**src/rtl/conv_window_buf.sv**
```systemverilog
// Multi-channel K x K sliding-window line buffer for raster-order pixel streams.
// One pixel per valid cycle in; registered window, valid pulse and last-of-frame out.
module conv_window_buf #(
  parameter int WIDTH    = 13,
  parameter int HEIGHT   = 13,
  parameter int CHANNELS = 8,
  parameter int PIX_W    = 1,
  parameter int K        = 3,
  parameter int STRIDE   = 1
) (
  input  logic                            clk,
  input  logic                            rst,
  input  logic                            valid_in,
  input  logic                            sof_in,
  input  logic [CHANNELS*PIX_W-1:0]       pixel_in,
  output logic [CHANNELS*K*K*PIX_W-1:0]   window_out,
  output logic                            valid_out,
  output logic                            last_out
);

  localparam int PXW  = CHANNELS * PIX_W;
  localparam int TAPW = K * K * PIX_W;
  localparam int WINW = CHANNELS * TAPW;
  localparam int CW   = (WIDTH > 1) ? $clog2(WIDTH) : 1;
  localparam int RW   = (HEIGHT > 1) ? $clog2(HEIGHT) : 1;
  localparam int SW   = (STRIDE > 1) ? $clog2(STRIDE) : 1;

  localparam logic [CW-1:0] COL_MAX = CW'(WIDTH - 1);
  localparam logic [RW-1:0] ROW_MAX = RW'(HEIGHT - 1);
  localparam logic [CW-1:0] FIRST_C = CW'(K - 1);
  localparam logic [RW-1:0] FIRST_R = RW'(K - 1);
  localparam logic [CW-1:0] LAST_C  = CW'(K - 1 + STRIDE * ((WIDTH - K) / STRIDE));
  localparam logic [RW-1:0] LAST_R  = RW'(K - 1 + STRIDE * ((HEIGHT - K) / STRIDE));
  localparam logic [SW-1:0] PH_MAX  = SW'(STRIDE - 1);
  localparam logic [SW-1:0] PH_HIT  = SW'((K - 1) % STRIDE);

  logic [RW-1:0]   row_q, row_d, cur_row;
  logic [CW-1:0]   col_q, col_d, cur_col;
  logic [SW-1:0]   rph_q, rph_d, cur_rph;
  logic [SW-1:0]   cph_q, cph_d, cur_cph;
  logic            valid_q, valid_d;
  logic            last_q, last_d;
  logic [WINW-1:0] win_out_q, win_out_d;
  logic            col_wrap, emit;

  logic [PXW-1:0]  lb_q  [K-1][WIDTH];
  logic [PXW-1:0]  lb_d  [K-1][WIDTH];
  logic [PXW-1:0]  tap_q [K][K];
  logic [PXW-1:0]  tap_d [K][K];
  logic [PXW-1:0]  col_vec [K];

  // Phase counters track position mod STRIDE so no divider is needed.
  function automatic logic [SW-1:0] ph_step(input logic [SW-1:0] p);
    return (p == PH_MAX) ? '0 : p + 1'b1;
  endfunction

  always_comb begin
    cur_row  = sof_in ? '0 : row_q;
    cur_col  = sof_in ? '0 : col_q;
    cur_rph  = sof_in ? '0 : rph_q;
    cur_cph  = sof_in ? '0 : cph_q;
    col_wrap = (cur_col == COL_MAX);
    emit     = valid_in && (cur_row >= FIRST_R) && (cur_col >= FIRST_C) &&
               (cur_rph == PH_HIT) && (cur_cph == PH_HIT);
  end

  always_comb begin
    row_d = row_q;
    col_d = col_q;
    rph_d = rph_q;
    cph_d = cph_q;
    if (valid_in) begin
      col_d = col_wrap ? '0 : cur_col + 1'b1;
      cph_d = col_wrap ? '0 : ph_step(cur_cph);
      if (col_wrap) begin
        row_d = (cur_row == ROW_MAX) ? '0 : cur_row + 1'b1;
        rph_d = (cur_row == ROW_MAX) ? '0 : ph_step(cur_rph);
      end else begin
        row_d = cur_row;
        rph_d = cur_rph;
      end
    end
  end

  // Line buffer i holds row r-(K-1)+i at each column; the incoming pixel cascades upward.
  always_comb begin
    lb_d  = lb_q;
    tap_d = tap_q;
    for (int i = 0; i < K - 1; i++) begin
      col_vec[i] = lb_q[i][cur_col];
    end
    col_vec[K-1] = pixel_in;
    if (valid_in) begin
      for (int i = 0; i < K - 2; i++) begin
        lb_d[i][cur_col] = lb_q[i+1][cur_col];
      end
      lb_d[K-2][cur_col] = pixel_in;
      for (int i = 0; i < K; i++) begin
        for (int j = 0; j < K - 1; j++) begin
          tap_d[i][j] = tap_q[i][j+1];
        end
        tap_d[i][K-1] = col_vec[i];
      end
    end
  end

  always_comb begin
    valid_d   = emit;
    last_d    = emit && (cur_row == LAST_R) && (cur_col == LAST_C);
    win_out_d = win_out_q;
    if (emit) begin
      for (int c = 0; c < CHANNELS; c++) begin
        for (int i = 0; i < K; i++) begin
          for (int j = 0; j < K; j++) begin
            win_out_d[c*TAPW + (i*K+j)*PIX_W +: PIX_W] = tap_d[i][j][c*PIX_W +: PIX_W];
          end
        end
      end
    end
  end

  always_ff @(posedge clk) begin
    if (rst) begin
      row_q     <= '0;
      col_q     <= '0;
      rph_q     <= '0;
      cph_q     <= '0;
      valid_q   <= 1'b0;
      last_q    <= 1'b0;
      win_out_q <= '0;
    end else begin
      row_q     <= row_d;
      col_q     <= col_d;
      rph_q     <= rph_d;
      cph_q     <= cph_d;
      valid_q   <= valid_d;
      last_q    <= last_d;
      win_out_q <= win_out_d;
    end
  end

  // Storage is not reset; stale contents are never emitted because emit is gated by position.
  always_ff @(posedge clk) begin
    if (!rst) begin
      lb_q  <= lb_d;
      tap_q <= tap_d;
    end
  end

  assign window_out = win_out_q;
  assign valid_out  = valid_q;
  assign last_out   = last_q;

endmodule

```
**config.mk**
```make
export PLATFORM = sky130hd
export DESIGN_NAME = conv_window_buf
export DESIGN_NICKNAME = d
export VERILOG_FILES = /design/src/rtl/conv_window_buf.sv
export SDC_FILE = /design/constraint.sdc
export NUM_CORES = 1
export LEC_CHECK = 0
export BUFFER_PORTS_ARGS = -buffer_cell sky130_fd_sc_hd__buf_2
export CORE_MARGIN = 4
export CORE_UTILIZATION = 45
export CTS_CLUSTER_DIAMETER = 60
export DETAILED_ROUTE_END_ITERATION = 10
export PLACE_DENSITY = 0.71
export SETUP_SLACK_MARGIN = 0.05
export SYNTH_ARGS = -nofsm -noshare
export SYNTH_HDL_FRONTEND = slang
export SYNTH_SLANG_ARGS = --single-unit
export TNS_END_PERCENT = 50
```
**constraint.sdc**
```tcl
create_clock -name clk -period 5.9 [get_ports clk]
set_clock_uncertainty 0.2 [all_clocks]
set_input_delay 0.295 -clock clk [delete_from_list [all_inputs] [get_ports clk]]
set_output_delay 0.295 -clock clk [all_outputs]
set_load 0.005 [all_outputs]
```
==> results of run 1 <==
[power by group]
part           internal [mW]  switching [mW]
Sequential              2.82          0.0230
Combinational         0.0972           0.169
Clock                   1.30           0.936
[metal layers]
| layer | share of wire | up-vias | GRT usage |
|---|---|---|---|
| met1 | 0.42 | 4208 | 0.2473 |
| met2 | 0.48 | 340 | 0.2918 |
| met4 | 0.030 | 0 | 0.06070 |
| li1 | - | 3895 | - |
| met3 | 0.069 | 76 | 0.02997 |
| met5 | 0 | - | 0 |
[worst max-delay path, stage by stage (launching register included)]
cell and delay [ns]:
dfxtp_2 0.60, buf_4 0.70, inv_2 0.55, o41ai_1 0.52
o21ai_1 0.13, a221oi_2 0.43, inv_1 0.31
[flip-flops by register name, indices dropped and copies added (netlist names)]
name,cells
tap_q,72
lb_q,208
window_out,72
row_q,4
last_out,1
col_q,4
rph_q,1
valid_out,1
[path summary, 6_finish.rpt]
path,startpoint,to,slack (ns),cells past startpoint
worst min-delay path,pixel_in[2],lb_q[90],-0.005,1
worst max-delay path,col_q[0],lb_q[183],2.09,6
worst min register to register,window_out[54],window_out[54],0.29,2
worst max register to register,col_q[0],lb_q[183],2.09,6
[layout make-up]
| type | instances | area [µm²] |
|---|---|---|
| tap | 435 | 544.3 |
| timing repair buffer | 114 | 675.6 |
| inverter | 14 | 53.80 |
| sequential | 363 | 10070 |
| fill | 2587 | 15190 |
| clock inverter | 21 | 128.9 |
| multi-input combinational | 522 | 4084 |
| clock buffer | 47 | 1047 |
[logic make-up (layout without fill, tap and decap cells)]
logic type | Yosys count | count (layout) | share of synthesized area
flops | 363 | 363 | 0.6903
compound gates | 191 | 191 | 0.1046
simple gates | 167 | 167 | 0.05369
mux | 160 | 160 | 0.1175
buf+inv | 82 | 196 | 0.03053
fa+ha+maj | 4 | 4 | 0.003431
[layout by cell type, fill, tap and decap left out, drive strengths merged, types with 4 or more instances in the layout]
cell type	n
o211ai	4
mux2i	97
a22o	4
o21ai	39
buf	107
a221o	6
and3	4
mux2	60
ha	4
clkbuf	47
nand2	14
a22oi	17
nand3	7
o22ai	11
a221oi	25
nand2b	8
a2bb2oi	6
nor2	108
a21oi	42
nor3	6
o221ai	5
dlygate4sd3	7
clkinv	19
o311a	4
a211oi	11
inv	15
edfxtp	280
dfxtp	83
[what timing repair did]
action / CTS / global route
endpoints found under the hold margin: 91 / 0
hold buffers: 7 / 0
endpoints found under the setup margin: 0 / 0
==> results.py, run 1 <==
metrics = {
    "status": {
        "outcome": "finished with violations",
        "violations": "hold timing",
    },
    "die": {
        "core_um2": 31800,
        "chipHeight_um": 188.0,
        "dieArea_um2": 35360,
        "rows": 65,
        "ios": 86,
        "start_util": 0.4587,
        "die_w_um": 188.0,
    },
    "logic_synthesis": {
        "postSynthCellCount": 967,
        "synth_most_common_cell": "edfxtp_1",
        "synth.largest_area_cell": "edfxtp_1",
        "synth-edff-count": 280,
        "ys_types": 63,
        "ys_ff_latch": 363,
        "syn_area_um2": 14590,
        "syn_nets": 983,
        "netlist_top_cells_count": "edfxtp_1, nor2_1, mux2i_1",
        "synthFlopType": "edfxtp_1",
        "synth_top_area_share": 0.5764,
        "synth_area_per_cell_um2": 15.09,
        "synthTopCellsByArea": "edfxtp_1, dfxtp_1, mux2i_1",
        "yosys_warnings": 0,
        "ys_seq_area_frac": 0.6903,
        "synthArstFlopShare": 0,
    },
    "critical_path": {
        "end_kind": "flip-flop",
        "critPathMaxFanout": 46,
        "cp-start-kind": "flip-flop",
        "crit_type": "reg2reg",
        "crit_arrival_ns": 3.79,
        "cp_data_required_time_ns": 5.88,
    },
    "clocking": {
        "cts_inserted_buffers": 37,
        "cts_setup_buffers": 0,
        "cts.sinks": 363,
        "h-tree-depth": 2,
        "clockBufferDepth": 3,
        "cts_root_buf": "clkbuf_16",
        "clk_latency_ns": 0.51,
        "cts.repair.resized": 0,
        "cts_tree": "done",
        "clkTransAtPathRegs_ns": 0.06,
    },
    "sta": {
        "worst_pin_slew_ns": 1.368,
        "setup_slack_ns": 2.090,
        "finalCriticalPeriod_ns": 3.810,
        "timing.setup.tns_ns": 0,
        "finalHoldViolCount": 11,
        "maxSlewHeadroom": 0.08478,
        "fmax_ghz": 0.2624,
        "period_share": 0.6458,
        "report.final.slew_viol_count": 0,
        "rsz0062_at_grt": "no",
        "setup_viol": 0,
        "timing.hold.ws_ns": -0.004941,
    },
    "routing": {
        "via_per_inst": 5.619,
        "drc": 0,
        "routedWlPerCell_um": 21.40,
        "drt_wl_total_mm": 32.44,
        "drt_iter0_drc": 806,
        "vias": 8519,
        "antenna_left": 0,
        "drt_first_pass_iters": 6,
    },
    "power_and_ir_drop": {
        "cellPowerDensity_nw_per_um2": 322.1,
        "ir_drop_v": 0.0001777,
        "leakagePower_nw": 5.670,
        "p_total_mw": 5.348,
    },
    "grt": {
        "grt_usage": 0.1796,
        "grt_max_degree": 68,
        "overflow": 0,
        "grt_pass1_vias": 8564,
        "grt_antenna_before_repair": 0,
        "grt_pass1_wl_mm": 50.23,
    },
    "layout": {
        "drive_gt1_frac": 0.2553,
        "fin_area_um2": 16610,
        "insertedDiodeCount": 0,
        "nets": 1068,
        "fin_util": 0.5222,
        "final_cells": 1516,
        "area_growth_pct": 13.83,
    },
    "run": {
        "cap_violations": 0,
    },
    "placement": {
        "gp_congestion": 0.8522,
        "portBuffers": 85,
        "hpwl_mm": 19.84,
        "preCtsSetupSlack_ns": 2.046,
        "dpl_cell_area_um2": 15360,
        "dp.cells": 1441,
    },
    "min_path": {
        "hold_path_class": "in2reg",
    },
}
No activity file was read; power rests on OpenSTA's default activity.
==> run 2, diff against run 1 <==
- ABC_AREA: default -> 1
- clock period: 5.9 -> 3.6 ns (I/O delays scaled with it)
==> run 2 against run 1 <==
- the flow now finishes without violations
- flip-flop and latch count did not move
- maximum frequency increased by 36%
- sequential power up 64%
- first-iteration DRC count grew 17%
- combinational power up 87%
- synthesized cell count grew 62%
==> results.py, run 2 <==
metrics = {
    "critical_path": {
        "crit_arrival_ns": 3.05,
        "crit_type": "reg2reg",
        "r2r_end": "window_out[19]",
        "endpoint": "window_out[19]",
        "critPathMaxFanout": 50,
        "end_kind": "flip-flop",
        "r2r-start": "col_q[1]",
        "cp_data_required_time_ns": 3.85,
        "cp-start-kind": "flip-flop",
        "r2r_setup_slack_ns": 0.80,
        "ff2ff_path_depth": 10,
        "cp-startpoint": "col_q[1]",
    },
    "sta": {
        "report.final.slew_viol_count": 0,
        "maxSlewHeadroom": 0.4091,
        "finalHoldViolCount": 0,
        "period_share": 0.7767,
        "fmax_ghz": 0.3577,
        "timing.hold.ws_ns": 0.05849,
        "worst_pin_slew_ns": 0.8831,
        "setup_viol": 0,
        "setup_slack_ns": 0.8040,
        "rsz0062_at_grt": "no",
        "timing.setup.tns_ns": 0,
        "finalCriticalPeriod_ns": 2.796,
    },
    "die": {
        "ios": 86,
        "rows": 66,
        "die_w_um": 191.5,
        "dieArea_um2": 36660,
        "core_um2": 32870,
        "chipHeight_um": 191.5,
        "start_util": 0.4608,
    },
    "placement": {
        "gp_congestion": 0.8583,
        "portBuffers": 85,
        "hpwl_mm": 21.14,
        "preCtsSetupSlack_ns": 0.7530,
    },
    "power_and_ir_drop": {
        "leakagePower_nw": 7.355,
        "p_sw_frac": 0.2174,
        "switchingPower_mw": 1.933,
        "p_total_mw": 8.890,
        "cellPowerDensity_nw_per_um2": 513.5,
        "combPwrFrac": 0.056,
        "p_clk_frac": 0.419,
        "internal_power_mw": 6.957,
        "ir_drop_v": 0.0002984,
        "pwr-share-seq": 0.525,
    },
    "layout": {
        "final_common_cell": "nand2_1",
        "largest_reg_flops": 208,
        "drive_gt1_frac": 0.1176,
        "mostFrequentLayoutCells": "nand2_1, edfxtp_1, nor2_1",
        "insertedDiodeCount": 0,
        "largest-register": "lb_q",
        "fin_util": 0.5268,
        "area_growth_pct": 14.32,
        "nets": 1664,
    },
    "grt": {
        "grt_pass1_vias": 10130,
        "overflow": 0,
        "grt_pass1_wl_mm": 55.26,
        "grt_antenna_before_repair": 0,
        "grt_usage": 0.1917,
        "grt_max_degree": 83,
    },
    "clocking": {
        "clkTransAtPathRegs_ns": 0.06,
        "clk_latency_ns": 0.53,
        "cts.repair.resized": 0,
        "cts_root_buf": "clkbuf_16",
        "clockBufferDepth": 3,
        "h-tree-depth": 2,
        "cts_tree": "done",
        "cts.sinks": 363,
        "cts_inserted_buffers": 37,
        "cts_setup_buffers": 0,
    },
    "routing": {
        "drc": 0,
        "routedWlPerCell_um": 16.67,
        "antenna_left": 0,
        "wl_met2_mm": 16.50,
        "wl_met1_mm": 14.66,
        "drt_iter0_drc": 947,
        "top_layer": "met4",
        "wl_met3_mm": 2.920,
        "drt_wl_total_mm": 35.28,
        "vias": 10770,
        "drt_first_pass_iters": 5,
        "via_per_inst": 5.088,
    },
    "logic_synthesis": {
        "syn_nets": 1579,
        "synth.largest_area_cell": "edfxtp_1",
        "synth_top_area_share": 0.5551,
        "netlist_top_cells_count": "nand2_1, edfxtp_1, nor2_1",
        "synth_area_per_cell_um2": 9.690,
        "yosys_warnings": 0,
        "postSynthCellCount": 1563,
        "synthArstFlopShare": 0,
        "synthTopCellsByArea": "edfxtp_1, dfxtp_1, nand2_1",
        "synthFlopType": "edfxtp_1",
        "ys_types": 25,
        "ys_seq_area_frac": 0.6648,
        "synth-edff-count": 280,
        "synth_most_common_cell": "nand2_1",
        "syn_area_um2": 15150,
        "ys_ff_latch": 363,
    },
    "status": {
        "outcome": "finished, final reports clean",
    },
    "min_path": {
        "hold_path_class": "in2reg",
    },
    "run": {
        "cap_violations": 0,
    },
}
run 2: changes by cell type after synthesis, sizes merged, moves of 10 or more:
| cell | delta |
|---|---|
| a211oi | -11 |
| a221oi | -25 |
| a22oi | -16 |
| clkbuf | +14 |
| inv | +199 |
| mux2 | -60 |
| mux2i | -97 |
| nand2 | +337 |
| nand3 | +105 |
| nor2 | +109 |
| o21ai | +119 |
| o22ai | -11 |
| or2 | +10 |
run 2: critical path, cell delays in order (launching register included):
cell	delay, ns
dfxtp_1	0.34
inv_1	0.08
nor2_2	0.17
buf_4	0.40
nor2_1	0.07
nand2_1	0.08
nand3_2	0.09
inv_2	0.58
buf_4	0.47
nor2_1	0.10
nor2_1	0.12
run 2: per-stage QoR:
| stage | cell area, µm² | instances |
|---|---|---|
| final | 17310 | 2117 |
| after global routing | 17310 | 2117 |
| after CTS | 17310 | 2117 |
| after detailed placement | 16020 | 2040 |
| after global placement | 16020 | 2040 |
| after floorplan | 15150 | 1563 |
run 2: cells by family (layout without fill, tap and decap cells):
family                   after synthesis  count (layout)  share of synthesized area
XOR/XNOR                               2               2                   0.001157
AND/OR/NAND/NOR                      696             696                     0.1860
flip-flops                           363             363                     0.6648
AO/OA/AOI/OAI                        202             202                    0.06692
buffers and inverters                296             408                    0.07782
adder cells (fa/ha/maj)                4               4                   0.003305
run 2: what timing repair did:
item | CTS | global route
endpoints found under the setup margin | 0 | 0
hold buffers | 11 | 0
endpoints found under the hold margin | 113 | 0
run 2: layout make-up:
| cell class | count | area, µm² |
|---|---|---|
| fill | 2930 | 15550 |
| sequential | 363 | 10070 |
| multi-input combinational | 904 | 3914 |
| clock buffer | 47 | 1005 |
| inverter | 213 | 802.0 |
| timing repair buffer | 129 | 795.8 |
| tap | 442 | 553.0 |
| clock inverter | 19 | 175.2 |
run 2: per-layer routing:
metal / track usage / vias to the layer above
met3: 0.03159 / 80
met2: 0.3176 / 440
met4: 0.07210 / 0
met1: 0.2552 / 5015
li1: - / 5236
met5: 0 / -
run 2: power groups by stage:
stage	clock, mW	sequential [mW]	combinational (mW)
6_report	3.73	4.66	0.497
5_1_grt	3.97	4.67	0.565
4_1_cts	3.80	4.66	0.495
3_5_place_dp	0	4.75	0.483
3_3_place_gp	0	4.75	0.473
2_1_floorplan	0	4.74	0.322
run 2: worst min path at each step:
stage / startpoint / end / slack, ns / cells past startpoint
2_1_floorplan: pixel_in[0] / lb_q[0] / 0.08 / 0
3_3_place_gp: rph_q / rph_q / 0.23 / 2
3_5_place_dp: rph_q / rph_q / 0.24 / 2
4_1_cts: sof_in / row_q[0] / 0.04 / 6
5_1_grt: sof_in / row_q[0] / 0.10 / 6
6_report: sof_in / row_q[0] / 0.06 / 6
